### config.mk
export PLATFORM = sky130hd
export DESIGN_NAME = uart_tx_arbiter
export DESIGN_NICKNAME = d
export VERILOG_FILES = /design/src/rtl/uart_arb_pkg.sv /design/src/rtl/uart_rr_picker.sv /design/src/rtl/uart_tx_arbiter.sv
export SDC_FILE = /design/constraint.sdc
export NUM_CORES = 1
export LEC_CHECK = 0
export BUFFER_PORTS_ARGS = -buffer_cell sky130_fd_sc_hd__buf_2
export CELL_PAD_IN_SITES_DETAIL_PLACEMENT = 1
export CELL_PAD_IN_SITES_GLOBAL_PLACEMENT = 2
export CORE_MARGIN = 4
export CORE_UTILIZATION = 31
export DETAILED_ROUTE_END_ITERATION = 16
export HOLD_SLACK_MARGIN = 0.12
export PLACE_DENSITY_LB_ADDON = 0.1
export SYNTH_ARGS = -nofsm -noshare
export SYNTH_HDL_FRONTEND = slang
export SYNTH_SLANG_ARGS = --single-unit
### constraint.sdc
create_clock -name PCLK -period 4.5 [get_ports PCLK]
set_input_delay 1.35 -clock PCLK [delete_from_list [all_inputs] [get_ports PCLK]]
set_output_delay 1.35 -clock PCLK [all_outputs]
set_load 0.005 [all_outputs]
### src/rtl/uart_arb_pkg.sv
// Shared types and helpers for the UART transmit-channel arbiter.
package uart_arb_pkg;

    localparam int unsigned DATA_W_DEF = 8;

    typedef enum logic [1:0] {
        IDLE  = 2'd0,
        START = 2'd1,
        WAIT  = 2'd2,
        HOLD  = 2'd3
    } arb_state_e;

    // Round-robin successor of cur among num_req requesters.
    function automatic int unsigned next_rr_ptr(input int unsigned cur, input int unsigned num_req);
        return (cur + 32'd1 >= num_req) ? 32'd0 : cur + 32'd1;
    endfunction

endpackage

### src/rtl/uart_rr_picker.sv
// Combinational round-robin picker: first valid requester at or after ptr, wrapping.
module uart_rr_picker #(
    parameter int unsigned NUM_REQ = 4
) (
    input  logic [NUM_REQ-1:0]         req_valid,
    input  logic [$clog2(NUM_REQ)-1:0] ptr,
    output logic [$clog2(NUM_REQ)-1:0] winner,
    output logic                       any_valid
);

    localparam int unsigned IDX_W = $clog2(NUM_REQ);

    always_comb begin
        winner    = '0;
        any_valid = 1'b0;
        for (int unsigned k = 0; k < NUM_REQ; k++) begin
            logic [IDX_W-1:0] idx;
            idx = IDX_W'((32'(ptr) + k) % NUM_REQ);
            if (!any_valid && req_valid[idx]) begin
                winner    = idx;
                any_valid = 1'b1;
            end
        end
    end

endmodule

### src/rtl/uart_tx_arbiter.sv
// Round-robin, packet-locked arbiter sharing one uart_tx byte channel among NUM_REQ producers.
// Optional HOLD stall timeout is built when UART_ARB_TIMEOUT_EN is defined.
module uart_tx_arbiter
    import uart_arb_pkg::*;
#(
    parameter int unsigned NUM_REQ      = 4,
    parameter int unsigned DATA_W       = DATA_W_DEF,
    parameter int unsigned MAX_BURST    = 16,
    parameter int unsigned HOLD_TIMEOUT = 1024
) (
    input  logic                         PCLK,
    input  logic                         PRESET,
    input  logic [NUM_REQ-1:0]           req_valid,
    input  logic [NUM_REQ*DATA_W-1:0]    req_data,
    input  logic [NUM_REQ-1:0]           req_last,
    output logic [NUM_REQ-1:0]           req_ready,
    output logic [DATA_W-1:0]            tx_data,
    output logic                         tx_start,
    input  logic                         tx_done,
    output logic                         grant_valid,
    output logic [$clog2(NUM_REQ)-1:0]   grant_id,
    output logic                         timeout_err
);

    localparam int unsigned IDX_W   = $clog2(NUM_REQ);
    localparam int unsigned BURST_W = $clog2(MAX_BURST + 1);

    arb_state_e         state;
    logic [IDX_W-1:0]   ptr;
    logic [BURST_W-1:0] burst_cnt;
    logic               last_reg;

    logic [IDX_W-1:0]   winner;
    logic               any_valid;
    logic [IDX_W-1:0]   sel_idx;
    logic               take_c;
    logic [DATA_W-1:0]  req_bytes [NUM_REQ];

    for (genvar g = 0; g < NUM_REQ; g++) begin : g_unpack
        assign req_bytes[g] = req_data[g*DATA_W +: DATA_W];
    end

    uart_rr_picker #(
        .NUM_REQ (NUM_REQ)
    ) u_picker (
        .req_valid (req_valid),
        .ptr       (ptr),
        .winner    (winner),
        .any_valid (any_valid)
    );

    // Accept path: IDLE arbitrates among all, HOLD only listens to the owner.
    always_comb begin
        sel_idx   = (state == IDLE) ? winner : grant_id;
        take_c    = ((state == IDLE) && any_valid) ||
                    ((state == HOLD) && req_valid[grant_id]);
        req_ready = take_c ? (NUM_REQ'(1) << sel_idx) : '0;
    end

`ifdef UART_ARB_TIMEOUT_EN
    localparam int unsigned STALL_W = $clog2(HOLD_TIMEOUT + 1);
    logic [STALL_W-1:0] stall_cnt;
`else
    assign timeout_err = 1'b0;
`endif

    always_ff @(posedge PCLK or posedge PRESET) begin
        if (PRESET) begin
            state       <= IDLE;
            tx_start    <= 1'b0;
            tx_data     <= '0;
            grant_valid <= 1'b0;
            grant_id    <= '0;
            ptr         <= '0;
            burst_cnt   <= '0;
            last_reg    <= 1'b0;
`ifdef UART_ARB_TIMEOUT_EN
            stall_cnt   <= '0;
            timeout_err <= 1'b0;
`endif
        end else begin
            tx_start <= 1'b0;
`ifdef UART_ARB_TIMEOUT_EN
            timeout_err <= 1'b0;
`endif
            case (state)
                IDLE, HOLD: begin
                    if (take_c) begin
                        tx_data  <= req_bytes[sel_idx];
                        last_reg <= req_last[sel_idx];
                        tx_start <= 1'b1;
                        state    <= START;
                        if (state == IDLE) begin
                            grant_id    <= winner;
                            grant_valid <= 1'b1;
                            burst_cnt   <= BURST_W'(1);
                        end else begin
                            burst_cnt   <= burst_cnt + BURST_W'(1);
                        end
                    end
`ifdef UART_ARB_TIMEOUT_EN
                    else if (state == HOLD) begin
                        // Owner stalled too long mid-packet: release like a normal end of grant.
                        if (stall_cnt == STALL_W'(HOLD_TIMEOUT - 1)) begin
                            timeout_err <= 1'b1;
                            grant_valid <= 1'b0;
                            ptr         <= IDX_W'(next_rr_ptr(32'(grant_id), NUM_REQ));
                            state       <= IDLE;
                        end else begin
                            stall_cnt <= stall_cnt + STALL_W'(1);
                        end
                    end
`endif
                end
                START: begin
                    state <= WAIT;
                end
                WAIT: begin
                    if (tx_done) begin
                        if (!last_reg && (burst_cnt < BURST_W'(MAX_BURST))) begin
                            state <= HOLD;
`ifdef UART_ARB_TIMEOUT_EN
                            stall_cnt <= '0;
`endif
                        end else begin
                            grant_valid <= 1'b0;
                            ptr         <= IDX_W'(next_rr_ptr(32'(grant_id), NUM_REQ));
                            state       <= IDLE;
                        end
                    end
                end
                default: state <= IDLE;
            endcase
        end
    end

endmodule

# After elaboration in Yosys (flattened, before gate mapping)
# Cells that the tools add are included.
# totals
register_bits	22
latchBits	0
ram_bits	0
romBits	0
input_bits	43
out_inout_bits	17
word_cells	88
n_memories	0
# classes
addsub	5
multipliers	0
n_div	0
n_lt_le_gt_ge	9
n_eq_ne	7
shift	1
mux	38
bitwise	2
reduce_logical	18
# ops
cell	count
< comparator 2 x 3 -> 1 bit, second input constant	6
two-way mux 2 bit	9
binary-select mux 8 bit (select 2 bit)	1
two-way mux 1 bit	16
two-way mux 8 bit	2
binary-select mux 1 bit (select 2 bit)	6
inequality test 2 bit, second input constant	4
greater-or-equal comparator 3 bit, second input constant	2
logical AND 1 bit	6
one-hot mux 2 bit (3 select lines)	1
adder 5 x 1 -> 5 bit, second input constant	1
< comparator 5 bit, second input constant	1
two-way mux 5 bit	1
AND reduction 5 bit	1
adder 2 bit, second input constant	2
equality test 2 bit, second input constant	2
zero test 1 bit	4
two-way mux 4 bit	1
AND reduction 2 bit	2
<< shifter 1 x 2 -> 4 bit, first input constant	1
adder 2 x 1 -> 3 bit, second input constant	1
inverter 2 -> 3 bit	1
AND reduction 3 bit	1
adder 2 x 1 -> 2 bit, second input constant	1
other kinds (7)	7

# Depth between registers and ports, before layout
# Gate-level depths: netlist of run 1.
# depth
ltp_word	17
depth_mapped	9
mapped_depth_nobuf	8

# Cells and area by module
# Synthesis of run 1 repeated with hierarchy kept, for this count alone.
# hier_totals
hier_cells	149
hier_area_um2	1546.5
# by_module_without_submodules
mod	instances	cells_per_inst	area_per_inst_um2	seq_area_each_um2
uart_tx_arbiter	1	134	1468.9	550.5
uart_rr_picker	1	15	77.6	0.0

# Worst setup path before layout of run 1
# Ideal clock, no wire load.
# synth_timing
path_type	input to output
startpoint	input req_valid[3]
endpoint	output req_ready[0]
t_arrival_ps	2090
slack_ps	1060
path_stages	4
cell_sequence	a21boi_1 o221ai_1 mux2i_1 nor2_1
# synth_between
elab_chain_cells	15
word_cells_on_any_way	30
# synth_lines
element	line	source
from (decl)	uart_tx_arbiter.sv:13	input logic [NUM_REQ-1:0] req_valid,
binary-select mux 1 bit (select 2 bit)	uart_rr_picker.sv:19	if (!any_valid && req_valid[idx]) begin
two-way mux 1 bit (not written as such)	uart_rr_picker.sv:19	
two-way mux 1 bit	uart_rr_picker.sv:19	
zero test 1 bit	uart_rr_picker.sv:19	
logical AND 1 bit	uart_rr_picker.sv:19	
two-way mux 1 bit	uart_rr_picker.sv:19	
zero test 1 bit	uart_rr_picker.sv:19	
logical AND 1 bit	uart_rr_picker.sv:19	
two-way mux 1 bit	uart_rr_picker.sv:19	
zero test 1 bit	uart_rr_picker.sv:19	
logical AND 1 bit	uart_rr_picker.sv:19	
two-way mux 2 bit or two-way mux 1 bit (tied branches)	uart_rr_picker.sv:19	
two-way mux 2 bit or logical AND 1 bit (tied branches)	--	
<< shifter 1 x 2 -> 4 bit or logical OR 1 bit (tied branches)	uart_tx_arbiter.sv:57, uart_tx_arbiter.sv:55	
two-way mux 4 bit (*)	uart_tx_arbiter.sv:57	req_ready = take_c ? (NUM_REQ'(1) << sel_idx) : '0;
to (decl)	uart_tx_arbiter.sv:16	output logic [NUM_REQ-1:0] req_ready,
# Mark *: on every way between the ends. The rest lies on a longest branch, timed or not. The select of a mux whose other input is x is not followed.

# Final worst setup path of run 1
# layout_timing
startpoint	input req_valid[3]
endpoint	output req_ready[2]
# Same word-level chain as after synthesis.

==> results of run 1 <==
-- how the worst min path moves through the flow --
stage / startpoint / to
after CTS: burst_cnt[1] / burst_cnt[1]
after global placement: burst_cnt[1] / burst_cnt[1]
final: burst_cnt[0] / burst_cnt[0]
after detailed placement: burst_cnt[1] / burst_cnt[1]
after global routing: burst_cnt[1] / burst_cnt[1]
after floorplan: burst_cnt[1] / burst_cnt[1]
-- area by class of cell --
class | instances | area, µm²
well taps | 72 | 90.1
clock inverters | 1 | 30.0
multi-input cells | 163 | 1120
flip-flops and latches | 22 | 551
fillers | 701 | 3320
repair buffers | 62 | 320
clock buffers | 3 | 41.3
inverters | 8 | 32.5
-- cells in the final DEF, fill, tap and decap left out, types with 3 or more instances in the layout --
cell and instances:
mux2_2 4, o211ai_1 3, nor2_1 13, o221a_1 7
o211ai_2 5, clkbuf_8 3, ha_1 6, a21oi_1 7
dfrtp_1 22, inv_1 7, nand2_1 40, mux2i_1 19
nand2b_1 17, buf_2 58, o21ai_0 11, buf_4 4
-- worst register-to-register path, delay by kind of cell (launching register included) --
family | cells | cell delay [ns]
DFF | 1 | 0.41
buffers and inverters | 2 | 0.29
AOI/OAI and AO/OA | 3 | 0.84
and+or+nand+nor | 2 | 0.32
adders and majority gates | 1 | 0.55
-- power breakdown --
part	switching [mW]	total (mW)	internal [mW]
registers	0.0845	0.380	0.296
clock network	0.0731	0.192	0.119
logic	0.521	0.920	0.399
-- routing by layer --
layer / part of all wire, % / track usage [%]
met5: 0 / 0
met1: 44 / 19.1
met4: 0.26 / 2.23
met3: 4.8 / 3.87
met2: 50 / 28.7
-- kinds of logic after synthesis --
kind of cell               Yosys count
AOI/OAI and AO/OA                   51
buffers and inverters               17
and+or+nand+nor                     81
DFF                                 22
other                                1
muxes                               24
adders and majority gates            6
-- per-stage QoR --
stage / std cells / hold slack (ns) / worst slack, ns / cell area [µm²]
after floorplan: 202 / 0.466 / 1.06 / 1750
after global placement: 327 / 0.490 / 0.639 / 2110
after detailed placement: 327 / 0.495 / 0.610 / 2110
after CTS: 331 / 0.516 / 0.605 / 2190
after global routing: 331 / 0.546 / 0.450 / 2190
final: 331 / 0.507 / 0.611 / 2190
==> impl_metrics.ini, run 1 <==
[finish]
finish.utilization_pct = 39.7
largest-register = tx_data
largest_register_ffs = 8
reg_top3 = tx_data (8), burst_cnt (5)
syn_to_final_growth_pct = 24.7
drive_gt1_share_pct = 31.3
diodes = 0
nets = 309

[floorplanning]
die_h_um = 83.2
rows = 27
core_area_um2 = 5510
num_io_pins = 60
dieArea_um2 = 6920
die_w_um = 83.2
start_util_pct = 31.8

[placement]
io_buffers = 58
dp_hpwl_um = 4160
place.gp.congestion = 0.757

[yosys]
synthTopCellsByCount = 40 x nand2_1, 22 x dfrtp_1, 19 x mux2i_1
syn_inst = 202
synth_area_leaders = dfrtp_1 31%, mux2i_1 11%, nand2_1 8.6%
synth_ff_type = dfrtp_1
syn_area_um2 = 1750
yosysMostFrequentCell = nand2_1
synth_compound_area_share_pct = 23.3
yosysWarnings = 0
synth_xor_area_share_pct = 0
syn_nets = 251
ys_seq_area_share_pct = 31.4
synth_top_family_by_area = compound AO/OA/AOI/OAI gates
synth_seq_cells = 22
async_flop_share_pct = 100
synth_mux_area_share_pct = 14.7
ys_types = 44
yosys.area_share.simple_pct = 21.5
synth_area_per_cell_um2 = 8.68
synth_top_cell_area_share_pct = 31.4
synth_largest_area_cell = dfrtp_1
synth_adder_area_share_pct = 4.28
synth_edf_count = 0

[pwr]
p_leak_nw = 1.04
p_per_area_nw_per_um2 = 683
power_mw = 1.49
ir_drop_v = 0.000317

[clocking]
clockBufferDepth = 2
clk_pin_slew_ns = 0.09
cts_tree = built
clock-sinks = 22
cts_resized = 0
h-tree-depth = 1
insertion_delay_ns = 0.27
root_buffer = clkbuf_8
cts_buffers = 3
post_cts_buffers = 0
postCtsHoldBufs = 0

[routing]
drcViolationCount = 0
drt-total-wl_um = 5390
drt_pass1_iterations = 6
routed_via_density = 5.14
wl_per_cell_um = 16.3
num_vias = 1700
drtAntennaViolNets = 0
drt_iter0_drc = 48

[grt]
grt_max_degree = 23
grt_pass1_wl_um = 8910
gr-total-overflow = 0
grt_pass1_vias = 1814
grt_use_total_pct = 15.8
antenna_found_initial = 0

[timing]
setup_viol = 0
rsz0062_at_grt = no
worstMarginPinSlew_ns = 0.925
fin_worst_skew_ns = 0.00353
fmax_ghz = 0.257
final-hold-violation-count = 0
setup_tns_ns = 0
fin_crit_sh_pct = 86.4
maxSlewHeadroom_pct = 38.3
min_period_ns = 3.89
drv_slew = 0

[setup_path]
end_kind = output pin
cp_num_buf_inv = 2
timing.rr.end = tx_data[5]
path_class = in -> out
crit_path_end = req_ready[2]
critPathRequiredTime_ns = 3.15
path_max_fanout = 7
cp.depth = 8
crit_chain = buf_2, nand3b_1, o221ai_1, nor2_1, a21oi_1, a21o_1, nor2_1, buf_2
crit_slowest_cell = nor2_1
cp-start-kind = input port
timing.rr.start = state[0]
path_delay_family = compound AO/OA/AOI/OAI gates
arrival_ns = 2.54
r2r_slack_ns = 1.96
reg2reg_depth = 8
cp_slowest_stage_delay_ns = 0.22
crit_start = req_valid[3]

[hold_path]
whs_path_depth = 1
holdCritPathClass = reg -> reg

[job]
maxCapViolations = 0

[run_status]
status = complete, no violations
Note: power is estimated with default switching activity, not from simulation.
==> run 2: changes to the inputs <==
--- a/config.mk
+++ b/config.mk
@@ -5,11 +5,12 @@
 export SDC_FILE = /design/constraint.sdc
 export NUM_CORES = 1
 export LEC_CHECK = 0
+export ABC_AREA = 1
 export BUFFER_PORTS_ARGS = -buffer_cell sky130_fd_sc_hd__buf_2
 export CELL_PAD_IN_SITES_DETAIL_PLACEMENT = 1
 export CELL_PAD_IN_SITES_GLOBAL_PLACEMENT = 2
 export CORE_MARGIN = 4
-export CORE_UTILIZATION = 31
+export CORE_UTILIZATION = 27
 export DETAILED_ROUTE_END_ITERATION = 16
 export HOLD_SLACK_MARGIN = 0.12
 export PLACE_DENSITY_LB_ADDON = 0.1
==> impl_metrics.ini, run 2 <==
[run_status]
status = complete, no violations

[grt]
gr-total-overflow = 0
grt_pass1_wl_um = 9620
grt_max_degree = 23
grt_use_total_pct = 15.3
grt_pass1_vias = 2117
antenna_found_initial = 0

[job]
maxCapViolations = 0

[clocking]
insertion_delay_ns = 0.27
clk_pin_slew_ns = 0.08
h-tree-depth = 1
postCtsHoldBufs = 0
cts_tree = built
clock-sinks = 22
post_cts_buffers = 0
cts_buffers = 3
clockBufferDepth = 2
root_buffer = clkbuf_8

[yosys]
synth_area_leaders = dfrtp_1 31%, nand2_1 29%, nand3_1 7.9%
synth_edf_count = 0
synth_ff_type = dfrtp_1
ys_types = 29
synthTopCellsByCount = 138 x nand2_1, 28 x nand3_1, 22 x dfrtp_1, 22 x inv_1, 15 x o21ai_0
async_flop_share_pct = 100
synth_largest_area_cell = dfrtp_1
yosysWarnings = 0
ys_seq_area_share_pct = 31.1
synth_top_cell_area_share_pct = 31.1
synth_area_per_cell_um2 = 6.30
syn_inst = 281
yosysMostFrequentCell = nand2_1
syn_area_um2 = 1770
synth_seq_cells = 22
syn_nets = 330

[routing]
drt-total-wl_um = 5650
drt_iter0_drc = 61
drt_pass1_iterations = 4
routed_via_density = 4.70
drcViolationCount = 0
wl_per_cell_um = 13.7
num_vias = 1945
drtAntennaViolNets = 0

[timing]
fin_worst_skew_ns = 0.00471
fmax_ghz = 0.238
worstMarginPinSlew_ns = 0.841
setup_tns_ns = 0
setup_viol = 0
postLayoutSetupSlackWorst_ns = 0.292
drv_slew = 0
min_period_ns = 4.21
fin_hold_ws_ns = 0.485
fin_crit_sh_pct = 93.5
final-hold-violation-count = 0
rsz0062_at_grt = no
maxSlewHeadroom_pct = 43.9

[finish]
largest-register = tx_data
diodes = 0
final_cell_mix = 138 x nand2_1, 58 x buf_2, 28 x nand3_1
multi_input_area_um2 = 1050
fill_cells = 876
layout_commonest_cell = nand2_1
stdcell_count = 414
syn_to_final_growth_pct = 22.7
nets = 387
drive_gt1_share_pct = 24.6
seq_area_um2 = 551
reg_top3 = tx_data (8), burst_cnt (5)
largest_register_ffs = 8

[hold_path]
holdCritPathClass = reg -> reg

[floorplanning]
core_area_um2 = 6350
die_w_um = 89.0
start_util_pct = 27.9
num_io_pins = 60
dieArea_um2 = 7920
rows = 29
die_h_um = 89.0

[setup_path]
crit_chain = buf_2, inv_1, nand2_1, nand3_1, nand2_2, inv_1, nand3_1, nand2_2, nand2_8, nand2_4, inv_1, nor3_2, buf_2
r2r_slack_ns = 2.07
cp_common_cell = inv_1
path_class = in -> out
cp_slowest_stage_delay_ns = 0.20
cp-start-kind = input port
path_max_fanout = 19
end_kind = output pin
critPathRequiredTime_ns = 3.15
crit_slowest_cell = nor3_2
arrival_ns = 2.86

[placement]
dp_slack_ns = 0.154
place_inst = 410
io_buffers = 58
place.gp.congestion = 0.815
dp_hpwl_um = 4560

[pwr]
p_leak_nw = 1.27
ir_drop_v = 0.000264
p_per_area_nw_per_um2 = 795
run 2: cell count changes after synthesis, sizes merged, moves of 3 or more:
cell	previous run	this run
nand2	40	147
nand3	2	29
mux2i	19	0
inv	8	26
nand2b	18	0
o211ai	8	0
o221a	8	0
nor2	13	7
mux2	4	0
nor3	1	5
a21oi	7	4
o21ai	13	16
run 2: cell families after synthesis:
family / synth area share [%]
AO/OA/AOI/OAI: 7.84
XOR/XNOR: 0.495
adder cells (fa/ha/maj): 4.24
buffers and inverters: 10.0
flip-flops: 31.1
other: 0.212
AND/OR/NAND/NOR: 46.1
run 2: final timing paths:
kind	from	to	cells after the start
setup / recovery	req_valid[3]	req_ready[1]	13
hold / removal	tx_data[1]	tx_data[1]	2
setup reg to reg	ptr[0]	burst_cnt[0]	13
hold reg to reg	tx_data[1]	tx_data[1]	2
max in group asynchronous	PRESET	state[0]	2
min in group asynchronous	PRESET	tx_data[4]	2
run 2: area by class of cell:
type	count	share of cell area [%]
flip-flops and latches	22	25.3
multi-input cells	223	48.2
repair buffers	62	14.7
clock buffers	4	2.53
well taps	77	4.44
inverters	26	4.72
run 2: where the power goes:
group	switching, mW	internal, mW	total [mW]
clock	0.0658	0.0781	0.144
combinational	0.793	0.417	1.21
sequential	0.0842	0.288	0.372
total	0.943	0.783	1.73
run 2: critical path, delay by kind of cell:
| family | cells | cell delay [ns] |
|---|---|---|
| AND/OR/NAND/NOR | 8 | 1.00 |
| buffers and inverters | 5 | 0.51 |
run 2: layer usage:
metal | global-route usage [%] | wire length [µm]
met5 | 0 | 0
met4 | 2.98 | 60
met3 | 2.86 | 234
met2 | 26.9 | 2810
met1 | 19.7 | 2550
run 2: through the flow:
| step | area [µm²] | util (%) | total power, mW |
|---|---|---|---|
| final | 2170 | 34.2 | 1.73 |
| after floorplan | 1770 | - | 1.28 |
| after global routing | 2170 | 34.2 | 1.95 |
| after detailed placement | 2110 | 33.3 | 1.62 |
| after CTS | 2170 | 34.1 | 1.77 |
| after global placement | 2110 | 33.3 | 1.60 |
run 2: timing repair:
| action | CTS | global route |
|---|---|---|
| gates resized for setup | 0 | 1 |
| endpoints found under the setup margin | 0 | 1 |
| hold endpoints to repair | 0 | 0 |
